$ cat src/rtl/fifo_arb_pkg.sv
// Shared types and width helpers for the FIFO write-port arbiter.
// Holds the arbiter FSM state type and the width functions for the
// grant index, credit counter and burst counter.
package fifo_arb_pkg;

    typedef enum logic {
        IDLE  = 1'b0,
        GRANT = 1'b1
    } arb_state_t;

    // Width of a producer index.
    function automatic int idx_w(input int n);
        return (n <= 2) ? 1 : $clog2(n);
    endfunction

    // Credit counter must represent 0..DEPTH inclusive.
    function automatic int cred_w(input int depth);
        return $clog2(depth + 1);
    endfunction

    // Burst counter counts 0..MAX_BURST-1, at least one bit.
    function automatic int burst_w(input int mb);
        return (mb <= 2) ? 1 : $clog2(mb);
    endfunction

    localparam int CRED_W  = cred_w(16);
    localparam int BURST_W = burst_w(4);

endpackage

$ cat src/rtl/fifo_wr_arbiter_rr.sv
// Combinational round-robin picker: searches upward from i_ptr+1 (wrapping)
// and returns the first requesting index.
// Ports:
//   i_req    : request vector, one bit per producer
//   i_ptr    : index of the last grantee
//   o_winner : chosen producer index (0 when o_any is low)
//   o_any    : at least one request is set
module rr_arbiter
    import fifo_arb_pkg::*;
#(
    parameter int NUM_REQ = 4,
    localparam int IW = idx_w(NUM_REQ)
) (
    input  logic [NUM_REQ-1:0] i_req,
    input  logic [IW-1:0]      i_ptr,
    output logic [IW-1:0]      o_winner,
    output logic               o_any
);

    logic [IW:0]   w_sum;
    logic [IW-1:0] w_idx;

    // Walk offsets from farthest to nearest so the nearest
    // requester after the pointer is the last one written.
    always_comb begin
        o_winner = '0;
        o_any    = 1'b0;
        w_sum    = '0;
        w_idx    = '0;
        for (int k = NUM_REQ; k >= 1; k--) begin
            w_sum = {1'b0, i_ptr} + (IW+1)'(k);
            if (w_sum >= (IW+1)'(NUM_REQ)) begin
                w_sum = w_sum - (IW+1)'(NUM_REQ);
            end
            w_idx = w_sum[IW-1:0];
            if (i_req[w_idx]) begin
                o_winner = w_idx;
                o_any    = 1'b1;
            end
        end
    end

endmodule

$ cat src/rtl/fifo_wr_arbiter.sv
// Shares one synchronous-FIFO write port among NUM_REQ valid/ready
// producers with round-robin bursts and a local credit counter.
// Ports:
//   clk, rst      : clock; synchronous active-low reset
//   req_valid/data: producer words, slice i = [i*DWIDTH +: DWIDTH]
//   req_ready     : combinational, one-hot or zero
//   fifo_wr_en/wdata : registered FIFO write
//   fifo_rd_en/empty/full : observed FIFO read side and full flag
//   grant_id      : current/last grantee
//   credits       : free FIFO slots as seen by the arbiter
//   err           : sticky protocol error
module fifo_wr_arbiter
    import fifo_arb_pkg::*;
#(
    parameter int NUM_REQ   = 4,
    parameter int DWIDTH    = 8,
    parameter int DEPTH     = 16,
    parameter int MAX_BURST = 4,
    localparam int IW = idx_w(NUM_REQ),
    localparam int CW = cred_w(DEPTH),
    localparam int BW = burst_w(MAX_BURST)
) (
    input  logic                      clk,
    input  logic                      rst,
    input  logic [NUM_REQ-1:0]        req_valid,
    input  logic [NUM_REQ*DWIDTH-1:0] req_data,
    output logic [NUM_REQ-1:0]        req_ready,
    output logic                      fifo_wr_en,
    output logic [DWIDTH-1:0]         fifo_wdata,
    input  logic                      fifo_rd_en,
    input  logic                      fifo_empty,
    input  logic                      fifo_full,
    output logic [IW-1:0]             grant_id,
    output logic [CW-1:0]             credits,
    output logic                      err
);

    arb_state_t        r_state;
    arb_state_t        w_state_nxt;
    logic [IW-1:0]     r_rr_ptr;
    logic [IW-1:0]     w_rr_ptr_nxt;
    logic [IW-1:0]     r_grant_id;
    logic [IW-1:0]     w_grant_id_nxt;
    logic [BW-1:0]     r_burst_cnt;
    logic [BW-1:0]     w_burst_cnt_nxt;
    logic [CW-1:0]     r_credits;
    logic [CW-1:0]     w_credits_nxt;
    logic              r_wr_en;
    logic [DWIDTH-1:0] r_wdata;
    logic              r_err;

    logic [IW-1:0]     w_winner;
    logic              w_any;
    logic              w_gnt_valid;
    logic [DWIDTH-1:0] w_gnt_data;
    logic              w_cred_ok;
    logic              w_accept;
    logic              w_pop;
    logic              w_overrun;
    logic              w_last_beat;

    rr_arbiter #(
        .NUM_REQ (NUM_REQ)
    ) u_rr (
        .i_req    (req_valid),
        .i_ptr    (r_rr_ptr),
        .o_winner (w_winner),
        .o_any    (w_any)
    );

    assign w_gnt_valid = req_valid[r_grant_id];
    assign w_gnt_data  = req_data[r_grant_id*DWIDTH +: DWIDTH];
    assign w_cred_ok   = (r_credits != '0);
    assign w_accept    = (r_state == GRANT) && w_gnt_valid && w_cred_ok;
    assign w_pop       = fifo_rd_en && !fifo_empty;
    // A pop with nothing outstanding means the read side and the
    // credit mirror disagree; the counter saturates instead of wrapping.
    assign w_overrun   = w_pop && !w_accept
                      && (r_credits == CW'(DEPTH));
    assign w_last_beat = (r_burst_cnt == BW'(MAX_BURST-1));

    always_comb begin
        req_ready = '0;
        if (r_state == GRANT && w_cred_ok) begin
            req_ready[r_grant_id] = 1'b1;
        end
    end

    always_ff @(posedge clk) begin
        if (!rst) begin
            r_state <= IDLE;
        end else begin
            r_state <= w_state_nxt;
        end
    end

    always_comb begin
        w_state_nxt     = r_state;
        w_rr_ptr_nxt    = r_rr_ptr;
        w_grant_id_nxt  = r_grant_id;
        w_burst_cnt_nxt = r_burst_cnt;
        unique case (r_state)
            IDLE: begin
                if (w_any) begin
                    w_state_nxt     = GRANT;
                    w_grant_id_nxt  = w_winner;
                    w_burst_cnt_nxt = '0;
                end
            end
            GRANT: begin
                if (!w_gnt_valid || (w_accept && w_last_beat)) begin
                    w_state_nxt  = IDLE;
                    w_rr_ptr_nxt = r_grant_id;
                end else if (w_accept) begin
                    w_burst_cnt_nxt = r_burst_cnt + BW'(1);
                end
            end
            default: ;
        endcase
    end

    always_comb begin
        w_credits_nxt = r_credits;
        case ({w_accept, w_pop})
            2'b10: w_credits_nxt = r_credits - CW'(1);
            2'b01: begin
                if (!w_overrun) begin
                    w_credits_nxt = r_credits + CW'(1);
                end
            end
            default: ;
        endcase
    end

    always_ff @(posedge clk) begin
        if (!rst) begin
            r_rr_ptr    <= IW'(NUM_REQ-1);
            r_grant_id  <= '0;
            r_burst_cnt <= '0;
            r_credits   <= CW'(DEPTH);
            r_wr_en     <= 1'b0;
            r_wdata     <= '0;
            r_err       <= 1'b0;
        end else begin
            r_rr_ptr    <= w_rr_ptr_nxt;
            r_grant_id  <= w_grant_id_nxt;
            r_burst_cnt <= w_burst_cnt_nxt;
            r_credits   <= w_credits_nxt;
            r_wr_en     <= w_accept;
            if (w_accept) begin
                r_wdata <= w_gnt_data;
            end
            r_err <= r_err | (r_wr_en & fifo_full) | w_overrun;
        end
    end

    assign fifo_wr_en = r_wr_en;
    assign fifo_wdata = r_wdata;
    assign grant_id   = r_grant_id;
    assign credits    = r_credits;
    assign err        = r_err;

endmodule
$ cat config.mk
export PLATFORM = sky130hd
export DESIGN_NAME = fifo_wr_arbiter
export DESIGN_NICKNAME = d
export VERILOG_FILES = /design/src/rtl/fifo_arb_pkg.sv /design/src/rtl/fifo_wr_arbiter_rr.sv /design/src/rtl/fifo_wr_arbiter.sv
export SDC_FILE = /design/constraint.sdc
export NUM_CORES = 1
export LEC_CHECK = 0
export ABC_CLOCK_PERIOD_IN_PS = 2250
export CORE_MARGIN = 1
export CORE_UTILIZATION = 37
export DETAILED_ROUTE_END_ITERATION = 7
export PLACE_DENSITY = 0.77
export SYNTH_ARGS = -nofsm -noshare
export SYNTH_HDL_FRONTEND = slang
export SYNTH_SLANG_ARGS = --single-unit
$ cat constraint.sdc
create_clock -name clk -period 2.25 [get_ports clk]
set_input_delay 0.225 -clock clk [delete_from_list [all_inputs] [get_ports clk]]
set_output_delay 0.225 -clock clk [all_outputs]
set_load 0.05 [all_outputs]
# Yosys cells after proc, flatten, opt, wreduce, memory -nomap -nowiden

Index checks and enable logic that the tools add are counted.

Register bits: 22
Latch bits: 0
Memory bits (writable): 0
Memory bits (read-only): 0
Bits of input ports: 41
Output and inout bits: 21
Word-level logic and storage cells: 94
Memories: 0

$add $sub $neg: 11
$mul: 0
Div/mod/pow operators: 0
Magnitude comparators: 10
Equal/unequal tests: 8
Shift-type cells: 1
Muxes and demuxes: 34
Bitwise logic cells: 4
Reduce and logical (&&, ||, !) cells: 18

Operators with widths:

| operator            | number |
|---|---|
| $shiftx 32x6->8     | 1 |
| $mux 2              | 11 |
| $lt 2x3->1 const B  | 5 |
| $ge 3x3->1 const B  | 4 |
| $mux 1              | 12 |
| $bmux 1 s2          | 5 |
| $pmux 5 s2          | 1 |
| $logic_and 1x1->1   | 8 |
| $sub 2x1->2 const B | 4 |
| $add 2x2->3 const B | 2 |
| $reduce_and 2->1    | 3 |
| $add 5x1->5 const B | 1 |
| $eq 5x5->1 const B  | 1 |
| $mux 5              | 1 |
| $reduce_bool 5->1   | 1 |
| $sub 5x1->5 const B | 1 |
| $eq 2x2->1 const B  | 2 |
| $mux 4              | 1 |
| $ne 2x1->1 const B  | 2 |
| $ne 2x2->1 const B  | 2 |
| $pmux 2 s2          | 1 |
| $add 2x1->3 const B | 1 |
| $add 2x3->3 const B | 1 |
| $logic_not 1->1     | 3 |
| other kinds (11)    | 12 |

# Logic depth before layout (Yosys ltp)

Depth in word-level cells: 11
Mapped depth: 10
Gate-level depth less buffers: 9

# Cells and area by module

From an unflattened synthesis, not the netlist that was laid out.

Cell total of the unflattened synthesis: 144
Area total of the unflattened synthesis: 1411.4 um^2

Modules (own cells, without submodules):

| module          | instances | cells an instance | area an instance (um^2) | sequential area each (um^2) |
|---|---|---|---|---|
| fifo_wr_arbiter | 1         | 130               | 1320.0                  | 440.4 |
| rr_arbiter      | 1         | 14                | 91.3                    | 0.0 |

# Worst setup path after synthesis

Ideal clock, no wire load.

Path kind: flip-flop to flip-flop
Start: register r_grant_id[0], in the netlist grant_id[0]
End: register r_credits[4], in the netlist credits[4]
Data arrival time: 2772 ps
Data required time: 2127 ps
Slack: -645 ps
Cell stages (with the launch flop): 11
Path through: dfxtp_1 -> buf_4 -> mux4_2 -> o211ai_4 -> nand2b_1 -> ha_1 -> a21oi_1 -> nand2_1 -> nand3_1 -> o21a_1 -> mux2_1

Longest elaborated chain between the ends: 9
Elaborated cells between the ends (all ways): 13
Those cells by class: 3 x eq/ne; 3 x mux; 7 x reduce/logical

Ends and longest elaborated chain:

| element                           | line                   | RTL |
|---|---|---|
| start, declared                   | fifo_wr_arbiter.sv:42  | `logic [IW-1:0] r_grant_id;` |
| start signal, assigned            | fifo_wr_arbiter.sv:146 | `r_grant_id <= w_grant_id_nxt;` |
| $bmux 1 s2 *                      | fifo_wr_arbiter.sv:71  | `assign w_gnt_valid = req_valid[r_grant_id];` |
| $mux 1 (not written as such) *    | fifo_wr_arbiter.sv:71  |  |
| $logic_and 1x1->1 * (2 in series) | fifo_wr_arbiter.sv:74  | `assign w_accept = (r_state == GRANT) && w_gnt_valid && w_cred_ok;` |
| $logic_not 1->1                   | fifo_wr_arbiter.sv:78  | `assign w_overrun = w_pop && !w_accept` |
| $logic_and 1x1->1                 | fifo_wr_arbiter.sv:78  |  |
| $logic_and 1x1->1                 | fifo_wr_arbiter.sv:79  | `&& (r_credits == CW'(DEPTH));` |
| $ne 2x2->1 (no line)              | -                      |  |
| $reduce_and 2->1 (no line)        | -                      |  |
| end signal, assigned              | fifo_wr_arbiter.sv:140 | `r_credits <= CW'(DEPTH);` |
| end signal, assigned              | fifo_wr_arbiter.sv:148 | `r_credits <= w_credits_nxt;` |
| end, declared                     | fifo_wr_arbiter.sv:46  | `logic [CW-1:0] r_credits;` |

Mark *: on every way between the ends. The rest lies on a longest branch, timed or not. The select of a mux whose other input is x is not followed.
A chain may end at the register's enable or synchronous reset.

# Final worst setup path

Start: register r_credits[2], in the netlist credits[2]
End: register r_credits[4], in the netlist credits[4]

Longest elaborated chain between the ends: 7
Elaborated cells between the ends (all ways): 15
Those cells by class: 2 x add/sub; 4 x eq/ne; 2 x mux; 7 x reduce/logical

Ends and longest elaborated chain:

| element |
|---|
| branches (longest 7 deep; another with $add 5x1->5) |

Several ways; the timed one is not identified. The select of a mux whose other input is x is not followed.

==> flow_summary.ini <==
[run_status]
status = complete, but fails checks
violations = setup timing

[pwr]
vdd_drop_max_v = 0.000469
power_per_cell_area_nw_per_um2 = 901
total_power_mw = 2.04
p_leak_nw = 0.955

[placement]
placed_area_sq_um = 2130
dp_hpwl_microns = 2960
io_buffers = 61
gp_congestion = 0.783

[sta]
rsz0062_at_grt = true
holdWs_ns = 0.488
finalWorstSetupSlack_ns = -0.140
worst_pin_slew_ns = 0.516
clock.fmax_ghz = 0.418
report.final.slew_viol_count = 0
finalSetupTns_ns = -0.240
slew_headroom_pct = 65.5
fin_crit_sh_pct = 106
setup_viol = 3
finalHoldViolations = 0
fin_worst_skew_ns = 0.00391
min_period_ns = 2.39

[logic_synthesis]
synth_xor_area_share_pct = 1.99
synth.area.mux_share_pct = 26.4
synth_top_family_by_area = multiplexers
ys_top_cells_by_area = dfxtp_1 33%, mux4_2 15%, mux2i_1 9.1%, nor2_1 4.0%, ha_1 3.8%
synth_compound_area_share_pct = 13.1
yosysSeqAreaShare_pct = 33.4
synth_top_area_share_pct = 33.4
async_flop_share_pct = 0
synth_common_cells = 22 x dfxtp_1, 14 x nor2_1, 12 x mux2i_1
post_synth.cell_area_avg_sq_um = 9.91
ys_types = 38
synth-simple-area-share_pct = 15.5
synthCells = 133
dominantRegCellSynth = dfxtp_1
yosysMostFrequentCell = dfxtp_1
synth_fa_ha_area_share_pct = 5.32
synth_largest_area_cell = dfxtp_1
syn-num-nets = 179
ys_seq_elements = 22
yosysWarnings = 0
synthesis.area_sq_um = 1320
synth_edf_count = 0

[min_path]
hold_class = reg -> reg

[cts]
holdBufCountCts = 0
cts_buffers = 3
clk_pin_slew_ns = 0.13
cts_tree = done
root_buffer = clkbuf_4
clockBufferDepth = 2
htreeDepth = 1
cts.sinks = 22
clk_latency_ns = 0.31

[critical_path]
path_cells = or4_4 -> o211ai_4 -> nand2b_4 -> fa_2 -> nand3_2 -> nand3_1 -> o21a_1 -> mux2_4
critical_path.startpoint_type = flop
cp.arrival_ns = 2.60
cp_slowest_cell = or4_4
path_max_fanout = 4
cp-end-kind = flop
crit_required_ns = 2.46
critPathMaxStageDelay_ns = 0.56
path_class = reg -> reg

[final_layout]
layout-drive-gt1-share_pct = 30.1
fin_area_sq_um = 2270
finalNetCount = 263
syn2layout_area_growth_pct = 72.2
n_antenna_cell = 0
fillers = 266

[global_route]
grt_max_degree = 16
grt_usage_pct = 22.0
antenna_found_initial = 0
grt_overflow_total = 0
grt_pass1_wl_microns = 6140
grt_pass1_vias = 1393

[floorplan]
die-area_sq_um = 3800
die_y_microns = 61.7
floorplan.initialDensity_pct = 39.2
die_x_microns = 61.7
rows = 21
num_io_pins = 62
coreArea_sq_um = 3360

[flow_run]
cap_viol_max_count = 0

[drt]
route.detailed.drc = 0
vias = 1360
drt-pass1-iter-count = 4
wirelength_microns = 3990
detail-route-antenna-nets = 0
drt_iter0_markers = 51
routed_via_density = 5.19
routedWlPerCell_microns = 15.2
==> timing repair <==
action / 4_1_cts / 5_1_grt
pin swaps: 2 / 6
endpoints found under the hold margin: 0 / 0
endpoints found under the setup margin: 2 / 6
gates resized for setup: 4 / 5
setup buffers: 3 / 2
==> critical path: cells and delay by family (launching register included) <==
kind,cells,cell delay [ns]
simple gates,4,0.85
compound gates,2,0.41
fa+ha+maj,1,0.39
flops,1,0.35
mux,1,0.29
==> sequential cells by signal (all words and copies together) (netlist names) <==
register	flops
r_rr_ptr	2
r_burst_cnt	2
r_state	1
grant_id	2
err	1
credits	5
fifo_wr_en	1
fifo_wdata	8
==> final cells by class <==
type                            instances  area [sq um]  share of cell area, %
Timing Repair Buffer                   86           792                   34.9
Inverter                                5          18.8                  0.827
Clock inverter                          1          30.0                   1.32
Sequential cell                        22           449                   19.8
Clock buffer                            3          22.5                  0.993
Tap cell                               46          57.6                   2.54
Multi-Input combinational cell         99           898                   39.6
==> final timing paths <==
check,slack (ns),cells past startpoint,start,end
max,-0.14,8,credits[2],credits[4]
min,0.49,2,r_burst_cnt[1],r_burst_cnt[1]
max reg2reg,-0.14,8,credits[2],credits[4]
min reg2reg,0.49,2,r_burst_cnt[1],r_burst_cnt[1]
==> power by group <==
part	switching, mW	internal [mW]
registers	0.0456	0.461
logic	0.648	0.582
clock network	0.127	0.180
==> cells in the final DEF, fill, tap and decap left out, types with 2 or more instances in the layout <==
cell	instances
clkdlybuf4s50_1	57
buf_4	28
dfxtp_1	17
nor2_1	14
mux2i_1	12
mux4_2	9
nand2_1	8
inv_1	5
nand3_1	5
a21oi_1	5
dfxtp_2	4
a31oi_1	3
o21ai_0	3
clkbuf_4	3
nand2b_1	2
nor3b_2	2
o21ai_1	2
nand3_2	2
a21oi_2	2
o211ai_1	2
xor2_1	2
o31ai_1	2
ha_4	2
ha_1	2
==> per-layer routing <==
layer  share of wire (%)  wire, microns  vias up  global-route usage [%]
met5                   0              0        -                       0
met4                0.70             28        0                    6.03
met3                 5.1            205        4                    3.15
met2                  53           2100       48                    40.7
met1                  42           1660      654                    26.4
li1                    -              -      654                       -
==> logic make-up (layout without fill, tap and decap cells) <==
logic type / Yosys count / in the layout
fa+ha+maj: 5 / 5
mux: 23 / 23
compound gates: 26 / 26
buf+inv: 12 / 95
flops: 22 / 22
simple gates: 42 / 42
xor+xnor: 3 / 3
==> metrics by stage <==
stage / worst slack, ns / std cells / utilization (%)
finish: -0.140 / 262 / 67.4
global route: -0.208 / 262 / 67.4
CTS: -0.0841 / 260 / 66.2
detailed placement: -0.353 / 253 / 63.3
global placement: -0.273 / 253 / 63.3
floorplan: -0.260 / 133 / -
No activity file was read; power rests on OpenSTA's default activity.
